<file path="src/rtl/pipearch_result_packer.sv">
`default_nettype none
// ============================================================================
//  Module      : pipearch_result_packer
//  Description : Write-side endpoint for operator results. 32-bit result
//                words arrive through the we/wdata/almostfull interface and
//                are buffered in a FIFO. They are packed 16 per 512-bit line,
//                and each line is written to consecutive line addresses
//                starting at the job base. op_done pulses once every line of
//                the job has been issued and acknowledged.
//  Ports       : clk, reset          - clock, synchronous active-high reset
//                op_start/regs0/regs1 - job start, base line address, word count
//                op_done             - one-cycle completion pulse
//                in_we/in_wdata      - producer word stream
//                in_almostfull       - registered backpressure to producer
//                mem_wr_*            - line write channel (valid/ready, ack)
//                overflow_err        - sticky: word written while FIFO full
//  Revision    : 1.0 - initial release
// ============================================================================
module pipearch_result_packer #(
    parameter int WORD_WIDTH          = 32,
    parameter int LOG2_WORDS_PER_LINE = 4,
    parameter int LOG2_FIFO_DEPTH     = 6,
    parameter int ALMOSTFULL_SLACK    = 8,
    parameter int ADDR_WIDTH          = 42
) (
    input  logic                                              clk,
    input  logic                                              reset,
    input  logic                                              op_start,
    input  logic [ADDR_WIDTH-1:0]                             regs0,
    input  logic [31:0]                                       regs1,
    output logic                                              op_done,
    input  logic                                              in_we,
    input  logic [WORD_WIDTH-1:0]                             in_wdata,
    output logic                                              in_almostfull,
    output logic                                              mem_wr_valid,
    output logic [ADDR_WIDTH-1:0]                             mem_wr_addr,
    output logic [(WORD_WIDTH<<LOG2_WORDS_PER_LINE)-1:0]      mem_wr_data,
    input  logic                                              mem_wr_ready,
    input  logic                                              mem_wr_ack,
    output logic                                              overflow_err
);

    localparam int WORDS_PER_LINE = 1 << LOG2_WORDS_PER_LINE;
    localparam int LINE_WIDTH     = WORD_WIDTH << LOG2_WORDS_PER_LINE;
    localparam int FIFO_DEPTH     = 1 << LOG2_FIFO_DEPTH;
    localparam int PTR_W          = LOG2_FIFO_DEPTH + 1;

    localparam logic [PTR_W-1:0] C_FIFO_DEPTH = PTR_W'(FIFO_DEPTH);
    localparam logic [PTR_W-1:0] C_AF_LEVEL   = PTR_W'(FIFO_DEPTH - ALMOSTFULL_SLACK);
    localparam logic [LOG2_WORDS_PER_LINE-1:0] C_LAST_LANE =
        LOG2_WORDS_PER_LINE'(WORDS_PER_LINE - 1);

    typedef enum logic [2:0] {
        S_IDLE     = 3'd0,
        S_PACK     = 3'd1,
        S_ISSUE    = 3'd2,
        S_WAIT_ACK = 3'd3,
        S_DONE     = 3'd4
    } state_t;

    // ------------------------------------------------------------------------
    // State
    // ------------------------------------------------------------------------
    state_t                           state_q, state_d;
    logic [ADDR_WIDTH-1:0]            base_q, base_d;
    logic [31:0]                      n_q, n_d;
    logic [31:0]                      word_idx_q, word_idx_d;
    logic [ADDR_WIDTH-1:0]            line_idx_q, line_idx_d;
    logic [LOG2_WORDS_PER_LINE-1:0]   lane_q, lane_d;
    logic [LINE_WIDTH-1:0]            line_q, line_d;
    logic [31:0]                      outstanding_q, outstanding_d;
    logic                             op_done_q, op_done_d;
    logic                             almostfull_q, almostfull_d;
    logic                             overflow_q, overflow_d;

    logic [PTR_W-1:0]                 wr_ptr_q, wr_ptr_d;
    logic [PTR_W-1:0]                 rd_ptr_q, rd_ptr_d;
    logic [WORD_WIDTH-1:0]            fifo_mem_q [FIFO_DEPTH];

    // ------------------------------------------------------------------------
    // Input FIFO. Pointers carry one extra bit so full and empty are distinct.
    // ------------------------------------------------------------------------
    logic [PTR_W-1:0]      fifo_count;
    logic                  fifo_full;
    logic                  fifo_empty;
    logic                  fifo_push;
    logic                  fifo_pop;
    logic [WORD_WIDTH-1:0] fifo_rdata;

    assign fifo_count = wr_ptr_q - rd_ptr_q;
    assign fifo_full  = (fifo_count == C_FIFO_DEPTH);
    assign fifo_empty = (fifo_count == '0);
    assign fifo_push  = in_we && !fifo_full;
    assign fifo_pop   = (state_q == S_PACK) && !fifo_empty;
    assign fifo_rdata = fifo_mem_q[rd_ptr_q[LOG2_FIFO_DEPTH-1:0]];

    always_comb begin
        wr_ptr_d     = wr_ptr_q + PTR_W'(fifo_push);
        rd_ptr_d     = rd_ptr_q + PTR_W'(fifo_pop);
        overflow_d   = overflow_q | (in_we & fifo_full);
        almostfull_d = (fifo_count >= C_AF_LEVEL);
    end

    // Storage array carries no reset; validity is tracked by the pointers.
    always_ff @(posedge clk) begin
        if (fifo_push) begin
            fifo_mem_q[wr_ptr_q[LOG2_FIFO_DEPTH-1:0]] <= in_wdata;
        end
    end

    // ------------------------------------------------------------------------
    // Outstanding write counter. Acks with nothing outstanding (e.g. stale
    // acks from a job abandoned by reset) are ignored so it never underflows.
    // ------------------------------------------------------------------------
    logic handshake;
    logic start_accept;

    assign handshake    = (state_q == S_ISSUE) && mem_wr_ready;
    assign start_accept = (state_q == S_IDLE) && op_start;

    always_comb begin
        outstanding_d = outstanding_q;
        if (start_accept) begin
            outstanding_d = '0;
        end else begin
            unique case ({handshake, mem_wr_ack})
                2'b10:   outstanding_d = outstanding_q + 32'd1;
                2'b01:   if (outstanding_q != '0) outstanding_d = outstanding_q - 32'd1;
                default: outstanding_d = outstanding_q;
            endcase
        end
    end

    // ------------------------------------------------------------------------
    // Job FSM
    // ------------------------------------------------------------------------
    always_comb begin
        state_d    = state_q;
        base_d     = base_q;
        n_d        = n_q;
        word_idx_d = word_idx_q;
        line_idx_d = line_idx_q;
        lane_d     = lane_q;
        line_d     = line_q;
        op_done_d  = (state_q == S_DONE);

        unique case (state_q)
            S_IDLE: begin
                if (op_start) begin
                    base_d     = regs0;
                    n_d        = regs1;
                    word_idx_d = '0;
                    line_idx_d = '0;
                    lane_d     = '0;
                    line_d     = '0;
                    state_d    = (regs1 == '0) ? S_DONE : S_PACK;
                end
            end

            S_PACK: begin
                if (fifo_pop) begin
                    line_d[lane_q*WORD_WIDTH +: WORD_WIDTH] = fifo_rdata;
                    lane_d     = lane_q + 1'b1;
                    word_idx_d = word_idx_q + 32'd1;
                    // Line is complete when the last lane is filled or the
                    // job runs out of words (partial final line).
                    if ((lane_q == C_LAST_LANE) || (word_idx_d == n_q)) begin
                        state_d = S_ISSUE;
                    end
                end
            end

            S_ISSUE: begin
                if (handshake) begin
                    line_idx_d = line_idx_q + 1'b1;
                    lane_d     = '0;
                    line_d     = '0;
                    state_d    = (word_idx_q < n_q) ? S_PACK : S_WAIT_ACK;
                end
            end

            S_WAIT_ACK: begin
                // Look at the next counter value so an ack landing on the
                // entry cycle completes the job without an extra cycle.
                if (outstanding_d == '0) begin
                    state_d = S_DONE;
                end
            end

            S_DONE: begin
                state_d = S_IDLE;
            end

            default: begin
                state_d = S_IDLE;
            end
        endcase
    end

    always_ff @(posedge clk) begin
        if (reset) begin
            state_q       <= S_IDLE;
            base_q        <= '0;
            n_q           <= '0;
            word_idx_q    <= '0;
            line_idx_q    <= '0;
            lane_q        <= '0;
            line_q        <= '0;
            outstanding_q <= '0;
            op_done_q     <= 1'b0;
            almostfull_q  <= 1'b0;
            overflow_q    <= 1'b0;
            wr_ptr_q      <= '0;
            rd_ptr_q      <= '0;
        end else begin
            state_q       <= state_d;
            base_q        <= base_d;
            n_q           <= n_d;
            word_idx_q    <= word_idx_d;
            line_idx_q    <= line_idx_d;
            lane_q        <= lane_d;
            line_q        <= line_d;
            outstanding_q <= outstanding_d;
            op_done_q     <= op_done_d;
            almostfull_q  <= almostfull_d;
            overflow_q    <= overflow_d;
            wr_ptr_q      <= wr_ptr_d;
            rd_ptr_q      <= rd_ptr_d;
        end
    end

    // ------------------------------------------------------------------------
    // Outputs. Address and data come straight from registers, so they hold
    // steady while a request stalls.
    // ------------------------------------------------------------------------
    assign op_done       = op_done_q;
    assign in_almostfull = almostfull_q;
    assign overflow_err  = overflow_q;
    assign mem_wr_valid  = (state_q == S_ISSUE);
    assign mem_wr_addr   = base_q + line_idx_q;
    assign mem_wr_data   = line_q;

endmodule
`default_nettype wire

</file>
<file path="config.mk">
export PLATFORM = sky130hd
export DESIGN_NAME = pipearch_result_packer
export DESIGN_NICKNAME = d
export VERILOG_FILES = /design/src/rtl/pipearch_result_packer.sv
export SDC_FILE = /design/constraint.sdc
export NUM_CORES = 2
export LEC_CHECK = 0
export ABC_CLOCK_PERIOD_IN_PS = 6700
export BUFFER_PORTS_ARGS = -buffer_cell sky130_fd_sc_hd__buf_2
export CAP_MARGIN = 20
export CORE_ASPECT_RATIO = 0.75
export CORE_UTILIZATION = 45
export CTS_BUF_LIST = sky130_fd_sc_hd__clkbuf_16
export DETAILED_ROUTE_END_ITERATION = 6
export SLEW_MARGIN = 0
export SYNTH_ARGS = -nofsm -noshare
export SYNTH_HDL_FRONTEND = slang
export SYNTH_SLANG_ARGS = --single-unit
</file>
<file path="constraint.sdc">
create_clock -name clk -period 6.7 [get_ports clk]
set_input_delay 1.005 -clock clk [delete_from_list [all_inputs] [get_ports clk]]
set_output_delay 1.005 -clock clk [all_outputs]
set_load 0.1 [all_outputs]
</file>
# Word level (Yosys, flattened, before mapping)
# Memory sizes are Yosys's and may differ from the RTL's. A register that Yosys moved wholly into a read port is not among the register bits.
# Cells that the tools add are included.
# op_classes
order_cmp,2
n_shift,2
eq_ne,14
n_bitwise,2
muxes,29
reduce_logical,20
addsub,10
# ops
operator,n
$mux 512,3
$pmux 512 s3,1
$bwmux 512,1
$shift 32x34->512 const A,1
$shiftx 32x34->512,1
$mux 32,4
$pmux 32 s2,2
$mux 42,2
$pmux 42 s2,1
$add 32x1->32 const B,2
$logic_not 32->1,2
$add 42x1->42 const B,1
$add 42x42->42,1
$neg 9->34,1
$eq 32x32->1,1
$lt 32x32->1,1
$reduce_bool 32->1,1
$sub 32x1->32 const B,1
$mux 3,6
$add 7x1->7,2
$mux 4,3
$pmux 3 s4,1
$pmux 4 s3,1
$eq 7x7->1 const B,1
other kinds (27),38
# word_totals
ram_bits,2048
register_bits,716
mem_count,1
elab_cells,93
in_bits,112
out_inout_bits,558
# memory_table
memory,words,width,read_ports,rd_clocked_by_memory_dff,wr,line,text
fifo_mem_q,64,32,1,1,1,78,logic [WORD_WIDTH-1:0] fifo_mem_q [FIFO_DEPTH];

# Longest topological paths before layout
# depth
ltp_word,8
ltp_mapped,20
mapped_depth_nobuf,15

# Worst setup path after synthesis
# No wires, ideal clock.
# synth_timing
path_kind,register to output
startpoint,register line_idx_q[0]
endpoint,output port mem_wr_addr[38]
n_path_buf,0
arrival_ns,4.065
path_slack_ns,1.630
stages_incl_launch_ff,14
required_ns,5.695
cell_sequence,dfxtp_1 -> ha_1 -> inv_1 -> fa_1 -> nor2b_1 -> o31a_1 -> o221ai_1 -> a21oi_1 -> o221ai_1 -> o31ai_1 -> a311oi_1 -> o21bai_1 -> a21o_1 -> xnor2_1
# synth_via
elab_chain_cells,1
# synth_rtl
item,line,text
start: declaration,68,"logic [ADDR_WIDTH-1:0] line_idx_q, line_idx_d;"
start signal: assignment,220,line_idx_q <= line_idx_d;
$add 42x42->42,240,assign mem_wr_addr = base_q + line_idx_q;
end: declaration,36,"output logic [ADDR_WIDTH-1:0] mem_wr_addr,"
# Every way passes these cells.

# Worst setup path in the final report
# Same ends and word-level chain as after synthesis.

==> metrics.yaml <==
wl_um: 330000
numPortBuffers: 669
start_util: 0.453
num_vias: 65800
die_area_um2: 242000
hold_buffers: 0
synth-seq-cells: 2764
worstRegToRegCells: 12
grt_max_degree: 131
die_h_um: 426
holdCritPathClass: "in2reg"
core_um2: 238000
cts.sinks: 2764
rsz0062_at_grt: "no"
setup_viol: 0
hold_viol: 0
synth_flop_cell: "edfxtp_1"
startpoint: "line_idx_q[0]"
netlist_instances: 6648
grt_pass1_vias: 61400
finalCritPeriodShare: 0.894
comb_power_share: 0.206
die_x_um: 568
switchingPower_uw: 12000
internal-power_uw: 30000
antenna_found_initial: 21
layout.nets: 7576
synth_area_per_cell_um2: 16.3
row_count: 155
p_seq_frac: 0.450
dr.pass1.iters: 6
synth_cell_type_count: 83
slew_viol_final: 0
setup_tns_ns: 0
drt_iter0_drc: 8286
tightest_slew_ns: 1.12
crit_required_ns: 5.69
clock_tree.root_cell: "clkbuf_16"
cts-resized-gates: 0
post_cts_buffers: 0
grt_usage: 0.266
clkTransAtPathRegs_ns: 0.06
crit_end: "mem_wr_addr[38]"
cts_buffer_depth: 4
boundaryPins: 670
critical_path.max_fanout: 5
syn2layout_area_growth_pct: 15.0
peakVddDrop_mv: 0.240
synth_area_um2: 108000
routedWlPerCell_um: 30.8
clkLatencyLatePin_ns: 0.84
p_sw_frac: 0.286
clock_skew_ns: 0.0803
end_kind: "primary output"
htreeDepth: 5
fin_util: 0.521
layout-drive-gt1-share: 0.265
start_kind: "register"
routabilityCongestion: 0.919
grt_pass1_wl_um: 463000
detail-route-antenna-nets: 0
syn_nets: 6856
slew_headroom: 0.251
n_fill_cell: 19400
timing.fmax_mhz: 167
power_frac_clock: 0.344
synth_seq_area_share: 0.702
period_needed_ns: 5.99
route.detailed.drc: 0
holdWs_ns: 0.434
leakagePower_uw: 0.0417
ys_warn_count: 0
vias_per_cell: 6.14
r2r_slack_ns: 1.49
reg2reg_from: "rd_ptr_q[0]"
outcome: "completed"
max_cap_viol_count: 0
cp.arrival_ns: 4.98
cts_tree: "built"
ys_async_sr_fraction: 0
hpwl_um: 216000
crit_type: "reg2out"
overflow: 0
synth_edf_count: 2048
cts_made_buffers: 269
r2r-end: "fifo_mem_q[50][6]"
power_density_nw_per_um2: 338
-- state kept, by name (all words and copies together) (netlist names), 3 cells and up --
| name | flops |
|---|---|
| word_idx_q | 32 |
| line_idx_q | 42 |
| base_q | 42 |
| outstanding_q | 32 |
| mem_wr_data | 512 |
| state_q | 3 |
| rd_ptr_q | 7 |
| wr_ptr_q | 7 |
| lane_q | 4 |
| n_q | 32 |
| fifo_mem_q | 2048 |
-- worst min path at each step --
stage                                start                to  slack [ns]  depth (start not counted)
final                            regs0[14]        base_q[14]        0.43                          3
after global routing             regs0[17]        base_q[17]        0.40                          3
after CTS                         regs0[5]         base_q[5]        0.38                          3
after detailed placement   mem_wr_data[33]   mem_wr_data[33]        0.44                          2
after global placement    mem_wr_data[267]  mem_wr_data[267]        0.43                          2
after floorplan                  base_q[0]         base_q[0]        0.44                          2
-- synth_stat cells, types with 15 or more instances --
| cell type | instances | area [µm²] |
|---|---|---|
| o21a_1 | 19 | 143 |
| a21oi_1 | 220 | 1100 |
| a211oi_1 | 15 | 113 |
| nor4_1 | 35 | 219 |
| a21o_1 | 21 | 158 |
| dfxtp_1 | 716 | 14300 |
| nor2_1 | 265 | 995 |
| xor2_1 | 62 | 543 |
| or4_1 | 21 | 158 |
| clkbuf_1 | 302 | 1130 |
| and3_1 | 37 | 231 |
| edfxtp_1 | 2048 | 61500 |
| buf_1 | 85 | 319 |
| ha_1 | 95 | 1190 |
| nor3_1 | 52 | 260 |
| nand2_1 | 781 | 2930 |
| nand3_1 | 106 | 531 |
| inv_1 | 75 | 282 |
| xnor2_1 | 71 | 622 |
| a31oi_1 | 36 | 225 |
| nor2b_1 | 26 | 163 |
| mux4_2 | 672 | 15100 |
| o21ai_0 | 467 | 2340 |
| a311oi_1 | 29 | 254 |
| or3_1 | 24 | 150 |
| a22o_1 | 82 | 718 |
| nand4_1 | 55 | 344 |
-- kinds of logic (layout without fill, tap and decap cells) --
kind of cell | Yosys count | in the layout | synth area share
mux | 693 | 693 | 0.142
fa+ha+maj | 96 | 96 | 0.0112
buf+inv | 471 | 1385 | 0.0167
other cells | 0 | 21 | 0
xor+xnor | 133 | 133 | 0.0108
simple gates | 1489 | 1489 | 0.0617
flops | 2764 | 2764 | 0.702
compound gates | 1002 | 1002 | 0.0556
-- cell type report --
class	count	area (µm²)	area share
multi-input combinational	3413	31100	0.250
tap	3140	3930	0.0316
timing repair buffer	844	4880	0.0393
sequential	2764	75800	0.610
inverter	76	293	0.00236
antenna	21	52.6	0.000423
clock buffer	279	6980	0.0562
clock inverter	186	1220	0.00979
-- metrics by stage --
stage / setup slack, ns / cells / total power, µW / cell area [µm²]
after floorplan: 1.63 / 6648 / 24800 / 108000
after global placement: 1.47 / 10200 / 27800 / 116000
after detailed placement: 1.47 / 10200 / 27900 / 116000
after CTS: 0.828 / 10700 / 42200 / 124000
after global routing: 0.517 / 10700 / 43300 / 124000
final: 0.711 / 10700 / 42000 / 124000
-- power by group through the flow --
stage,Clock (µW),Sequential [µW],Combinational (µW)
floorplan,0,19200,5630
global placement,0,19300,8560
detailed placement,0,19300,8590
CTS,14600,18900,8620
global route,15300,19000,9090
finish,14500,18900,8640
-- metal layers --
metal,GRT usage,wire [µm]
met3,0.0478,30600
met5,0,0
met2,0.387,146000
met1,0.413,144000
met4,0.0654,9070
-- critical path, cell delays in order (launching register included) --
cell	delay (ns)
dfxtp_1	0.41
ha_1	0.23
inv_1	0.07
fa_1	0.40
nor2b_1	0.17
o31a_1	0.22
o221ai_1	0.16
a21oi_1	0.27
o221ai_1	0.33
o31ai_1	0.64
a311oi_1	0.32
o21bai_1	0.20
a21o_1	0.14
xnor2_1	0.15
buf_2	0.47
-- cell usage in the layout (no fill, tap or decap), types with 24 or more instances in the layout --
cell type,count
nor4_1,35
a21oi_1,213
clkbuf_16,279
xor2_1,62
a311oi_1,29
nand4_1,55
xnor2_1,71
and3_1,37
clkinv_2,39
nor3_1,50
a31oi_1,31
o21ai_0,467
clkinv_1,58
a22o_1,82
ha_1,95
nor2_4,64
nand2_1,781
buf_4,158
nor2_1,196
inv_1,128
dfxtp_1,712
buf_2,669
nor2b_1,25
nand3_1,106
edfxtp_1,2048
mux4_2,672
or3_1,24
No activity file was read; power rests on OpenSTA's default activity.
